===== src/rtl/spi_tx_arbiter.sv =====
// Round-robin share of one SpiOut transmitter between requesters A and B, each behind a one-entry holding register.
// Accept to spi_write is 2 cycles; launches are spaced 1+FRAME_CYCLES+GAP_CYCLES apart; x_ready stays low while a word is held.
module spi_tx_arbiter #(
    parameter int WIDTH        = 16,
    parameter int FRAME_CYCLES = 18,
    parameter int GAP_CYCLES   = 2
) (
    input  logic             clk,
    input  logic             reset,
    input  logic             a_valid,
    output logic             a_ready,
    input  logic [WIDTH-1:0] a_data,
    input  logic             b_valid,
    output logic             b_ready,
    input  logic [WIDTH-1:0] b_data,
    output logic [WIDTH-1:0] spi_data,
    output logic             spi_write,
    output logic             busy,
    output logic             done,
    output logic             done_src
);

    localparam int MAXC = (FRAME_CYCLES > GAP_CYCLES) ? FRAME_CYCLES : GAP_CYCLES;
    localparam int CW   = (MAXC > 1) ? $clog2(MAXC) : 1;

    typedef enum logic [1:0] {
        IDLE,
        SHIFT,
        GAP
    } state_t;

    state_t           state;
    state_t           state_nxt;
    logic [CW-1:0]    cnt;
    logic [CW-1:0]    cnt_nxt;
    logic             a_full;
    logic             b_full;
    logic [WIDTH-1:0] a_hold;
    logic [WIDTH-1:0] b_hold;
    logic             last_grant;
    logic             cur_src;
    logic             grant;
    logic             grant_b;
    logic             done_nxt;
    logic             a_accept;
    logic             b_accept;

    assign a_accept = a_valid & a_ready;
    assign b_accept = b_valid & b_ready;
    assign busy     = (state != IDLE);

    always_comb begin
        state_nxt = state;
        cnt_nxt   = cnt;
        grant     = 1'b0;
        grant_b   = 1'b0;
        done_nxt  = 1'b0;
        case (state)
            IDLE: begin
                if (a_full | b_full) begin
                    grant     = 1'b1;
                    // B wins when alone, or on a tie when A was served last
                    grant_b   = b_full & (~a_full | ~last_grant);
                    cnt_nxt   = CW'(FRAME_CYCLES - 1);
                    state_nxt = SHIFT;
                end
            end
            SHIFT: begin
                if (cnt == '0) begin
                    done_nxt = 1'b1;
                    if (GAP_CYCLES > 0) begin
                        cnt_nxt   = CW'(GAP_CYCLES - 1);
                        state_nxt = GAP;
                    end else begin
                        state_nxt = IDLE;
                    end
                end else begin
                    cnt_nxt = cnt - 1'b1;
                end
            end
            GAP: begin
                if (cnt == '0) begin
                    state_nxt = IDLE;
                end else begin
                    cnt_nxt = cnt - 1'b1;
                end
            end
            default: begin
                state_nxt = IDLE;
            end
        endcase
    end

    always_ff @(posedge clk or posedge reset) begin
        if (reset) begin
            state <= IDLE;
            cnt   <= '0;
        end else begin
            state <= state_nxt;
            cnt   <= cnt_nxt;
        end
    end

    // ready lags the clearing grant by a cycle, so a slot is never refilled on its grant edge
    always_ff @(posedge clk or posedge reset) begin
        if (reset) begin
            a_full  <= 1'b0;
            b_full  <= 1'b0;
            a_ready <= 1'b1;
            b_ready <= 1'b1;
            a_hold  <= '0;
            b_hold  <= '0;
        end else begin
            if (a_accept) begin
                a_full  <= 1'b1;
                a_hold  <= a_data;
                a_ready <= 1'b0;
            end else begin
                if (grant & ~grant_b) begin
                    a_full <= 1'b0;
                end
                a_ready <= ~a_full;
            end
            if (b_accept) begin
                b_full  <= 1'b1;
                b_hold  <= b_data;
                b_ready <= 1'b0;
            end else begin
                if (grant & grant_b) begin
                    b_full <= 1'b0;
                end
                b_ready <= ~b_full;
            end
        end
    end

    always_ff @(posedge clk or posedge reset) begin
        if (reset) begin
            spi_data   <= '0;
            spi_write  <= 1'b0;
            done       <= 1'b0;
            done_src   <= 1'b0;
            cur_src    <= 1'b0;
            last_grant <= 1'b1;
        end else begin
            spi_write <= grant;
            done      <= done_nxt;
            if (done_nxt) begin
                done_src <= cur_src;
            end
            if (grant) begin
                spi_data   <= grant_b ? b_hold : a_hold;
                cur_src    <= grant_b;
                last_grant <= grant_b;
            end
        end
    end

endmodule


===== config.mk =====
export PLATFORM = sky130hd
export DESIGN_NAME = spi_tx_arbiter
export DESIGN_NICKNAME = d
export VERILOG_FILES = /design/src/rtl/spi_tx_arbiter.sv
export SDC_FILE = /design/constraint.sdc
export NUM_CORES = 1
export LEC_CHECK = 0
export CAP_MARGIN = 5
export CORE_ASPECT_RATIO = 0.75
export CORE_MARGIN = 2
export CORE_UTILIZATION = 53
export DETAILED_ROUTE_END_ITERATION = 8
export PLACE_DENSITY = 0.83
export SLEW_MARGIN = 25
export SYNTH_ARGS = -nofsm -noshare
export SYNTH_HDL_FRONTEND = slang
export SYNTH_SLANG_ARGS = --single-unit

===== constraint.sdc =====
create_clock -name clk -period 4.1 [get_ports clk]
set_clock_uncertainty 0.2 [all_clocks]
set_input_delay 0.82 -clock clk [delete_from_list [all_inputs] [get_ports clk]]
set_output_delay 0.82 -clock clk [all_outputs]
set_load 0.02 [all_outputs]

# Word level (Yosys, flattened, before mapping)
# Index checks and enable logic that the tools add are counted.
# op_classes
muxes	21
addsub	1
eq_ne	6
n_reduce_logical	8
bitwise	11
# op_table
op	n
16-bit 2-to-1 mux	1
5-bit 2-to-1 mux	3
5-bit one-hot mux with 3 select lines	1
1-bit 2-to-1 mux	12
2-bit inequality test (second input constant)	4
2-bit 2-to-1 mux	3
2-bit one-hot mux with 3 select lines	1
3-bit AND reduction	2
2-bit nonzero test	3
1-bit bitwise AND	5
5-bit zero test	1
5-bit by 1-bit subtractor with 5-bit output (second input constant)	1
1-bit NOT	4
3-bit nonzero test	1
2-bit by 1-bit equality test with 1-bit output (second input constant)	1
2-bit equality test (second input constant)	1
2-bit zero test	1
1-bit bitwise OR	2
# totals
output_inout_bits	22
reg_bits	64

# Depth between registers and ports, before layout
# depth
word_depth	9
ltp_mapped	7

# Least setup slack after synthesis
# No wires, ideal clock.
# synth_path
path_type	in2reg
start	input port a_valid
end	register a_hold[10]
arrival_ns	1.598
path_stages	3
setup_slack_ns	2.177
setup_ns	0.125
cell_sequence	nand2_1 -> buf_2 -> mux2_2
# synth_between
elab_chain_cells	1
# synth_lines
item	line_no	source
start: declaration	10	input logic a_valid,
1-bit bitwise AND	48	assign a_accept = a_valid & a_ready;
end signal: assignment	116	a_hold <= a_data;
end: declaration	38	logic [WIDTH-1:0] a_hold;
# No other way between the ends.
# A chain may end at the register's enable or synchronous reset.

# Worst setup path after layout
# layout_path
start	register state[0]
end	output port busy
# layout_between
elab_chain_cells	1
# layout_lines
item	line_no	source
start: declaration	32	state_t state;
start signal: assignment	99	state <= state_nxt;
2-bit nonzero test	50	assign busy = (state != IDLE);
end: declaration	18	output logic busy,
# No other way between the ends.

==> flow_summary.yaml <==
power:
  pwr-share-seq_pct: 39.0
  p_per_area_nw_per_um2: 822
  p_sw_share_pct: 37.5
  p_clk_share_pct: 18.4
  ir_worst_vdd_mv: 0.401
  pwr-share-comb_pct: 42.6
  internal_power_uw: 1800
  p_leak_uw: 0.00150
  switchingPower_uw: 1080
detailed_routing:
  ant_nets: 0
  num_vias: 1875
  drt_iter0_drc: 109
  drt_first_pass_iters: 4
  viasPerCell: 5.48
  wl_mm: 5.52
  drcViolationCount: 0
  routedWlPerCell_um: 16.1
clock_tree:
  clk_pin_slew_ns: 0.07
  cts_resized: 0
  cts_buffers: 9
  post_cts_buffers: 0
  cts_tree: "yes"
  clock_path_buffers: 2
  cts_root_buf: "clkbuf_8"
  htreeDepth: 3
  clock_latency_ns: 0.34
  holdBufCountCts: 0
  cts.sinks: 64
layout:
  fillers: 357
  fin_nets: 319
  finalNonFillerCells: 342
  final_common_cell: "dfrtp_1"
  area_delta_synth_final_pct: 30.6
  drive_above_1_share_pct: 22.3
  fin_util_pct: 71.8
  multiInputGateArea_um2: 1000
  final_cell_mix: "61 x dfrtp_1, 57 x clkdlybuf4s50_1, 33 x mux2_2"
  seq_area_um2: 1610
  antennaDiodeCount: 0
setup_path:
  crit_required_ns: 3.08
  setup.worst_path.end_class: "output pin"
  path_class: "reg2out"
  path_max_fanout: 6
  worstPathArrival_ns: 1.91
  critPathLaunchType: "register"
timing:
  tns_ns: 0
  period_share_pct: 71.5
  relSlewSlack_pct: 41.0
  grt_setup_unrepaired: "false"
  fmax_mhz: 341
  finalSetupViolations: 0
  tightest_slew_ns: 0.884
  layout_min_cycle_time_ns: 2.93
  finalHoldViolations: 0
  maxSlewViolCount: 0
yosys:
  seq_area_frac_synth_pct: 60.0
  syn_avg_cell_area_um2: 12.5
  syn_area_um2: 2680
  synth_cell_types: 34
  synthCells: 214
  syn_nets: 256
  yosysWarnings: 0
  synth.ff_latch_count: 64
global_route:
  grt_usage_pct: 22.2
  first_global_vias: 1928
  grt_overflow: 0
  grt_pass1_wl_mm: 9.22
  grt_max_degree: 31
  antenna_found_initial: 0
place:
  port-buffer-count: 57
  dp_cells: 326
  gp_congestion: 0.833
  hpwl_mm: 3.65
die:
  die_h_um: 65.5
  coreArea_um2: 4870
  num_rows: 22
  start_util_pct: 54.9
  die_area_um2: 5640
  dieWidth_um: 86.1
  pin_count: 58
hold_path:
  worstHoldPathType: "reg2reg"
outcome:
  run_status: "complete, no violations"
job:
  drv_cap: 0
## sequential cells by signal (all words and copies together) (netlist names)
name,flops
cnt,5
a_full,1
a_ready,1
spi_data,16
b_hold,16
cur_src,1
last_grant,1
done_src,1
a_hold,16
done,1
b_ready,1
spi_write,1
state,2
b_full,1
## cell families (layout without fill, tap and decap cells)
logic type | Yosys count | count (layout) | share of synthesized area, %
adders and majority gates | 6 | 6 | 2.80
AOI/OAI and AO/OA | 53 | 53 | 11.7
muxes | 34 | 34 | 14.3
DFF | 64 | 64 | 60.0
and+or+nand+nor | 42 | 42 | 8.42
buffers and inverters | 15 | 83 | 2.80
## Yosys cell counts (all sizes together)
| master | instances | area [µm²] |
|---|---|---|
| nor2 | 4 | 31.3 |
| nand3 | 1 | 5.00 |
| o311ai | 1 | 8.76 |
| nand4b | 1 | 8.76 |
| or3 | 1 | 6.26 |
| mux2 | 34 | 383 |
| o211ai | 1 | 7.51 |
| buf | 5 | 37.5 |
| nand3b | 1 | 7.51 |
| nor2b | 1 | 6.26 |
| o22ai | 17 | 106 |
| nand2 | 27 | 101 |
| ha | 6 | 75.1 |
| a21bo | 1 | 10.0 |
| o21ai | 25 | 125 |
| nor3 | 1 | 5.00 |
| or4 | 1 | 7.51 |
| clkbuf | 3 | 11.3 |
| inv | 7 | 26.3 |
| a211oi | 1 | 12.5 |
| dfrtp | 61 | 1530 |
| nor3b | 2 | 15.0 |
| a21o | 1 | 7.51 |
| and2 | 1 | 7.51 |
| nor4b | 1 | 23.8 |
| a31oi | 1 | 6.26 |
| a211o | 1 | 8.76 |
| a21oi | 4 | 20.0 |
| dfstp | 3 | 78.8 |
## final cells by class
class	instances	share of cell area, %
well taps	60	2.15
repair buffers	60	17.0
multi-input cells	135	28.6
inverters	7	0.752
clock buffers	9	3.54
clock inverters	7	2.08
flip-flops and latches	64	45.9
## critical path, cell delays in order (launching register included)
cell and delay (ns):
dfrtp_1 0.39, inv_1 0.10, ha_1 0.30, inv_2 0.16, clkdlybuf4s50_1 0.62
## power groups by stage
stage / logic, µW / registers (µW) / clock network [µW]
3_3_place_gp: 1180 / 1120 / 0
2_1_floorplan: 731 / 1200 / 0
6_report: 1220 / 1120 / 530
4_1_cts: 1230 / 1120 / 540
5_1_grt: 1340 / 1160 / 574
3_5_place_dp: 1220 / 1130 / 0
## path summary, 6_finish.rpt
path / startpoint / endpoint / slack (ns) / cells past startpoint
max reg2reg: state[0] / state[0] / 2.03 / 6
min: cur_src / cur_src / 0.28 / 1
min reg2reg: cur_src / cur_src / 0.28 / 1
max: state[0] / busy / 1.17 / 4
min in group asynchronous: reset / spi_data[2] / 0.67 / 2
max in group asynchronous: reset / spi_data[10] / 2.33 / 3
## per-layer routing
metal	routed length, µm	GRT usage, %
met5	0	0
met4	69	6.94
met3	351	9.80
met2	2670	34.9
met1	2420	27.9
## metrics by stage
stage               cell area, µm²  power (µW)  worst slack [ns]  hold WS [ns]
floorplan                     2680        1930              1.49         0.243
global placement              3300        2290              1.49         0.256
detailed placement            3300        2350              1.46         0.261
CTS                           3500        2890              1.15         0.276
global route                  3500        3070              1.05         0.308
finish                        3500        2870              1.17         0.277
(Power assumes the default switching activity.)
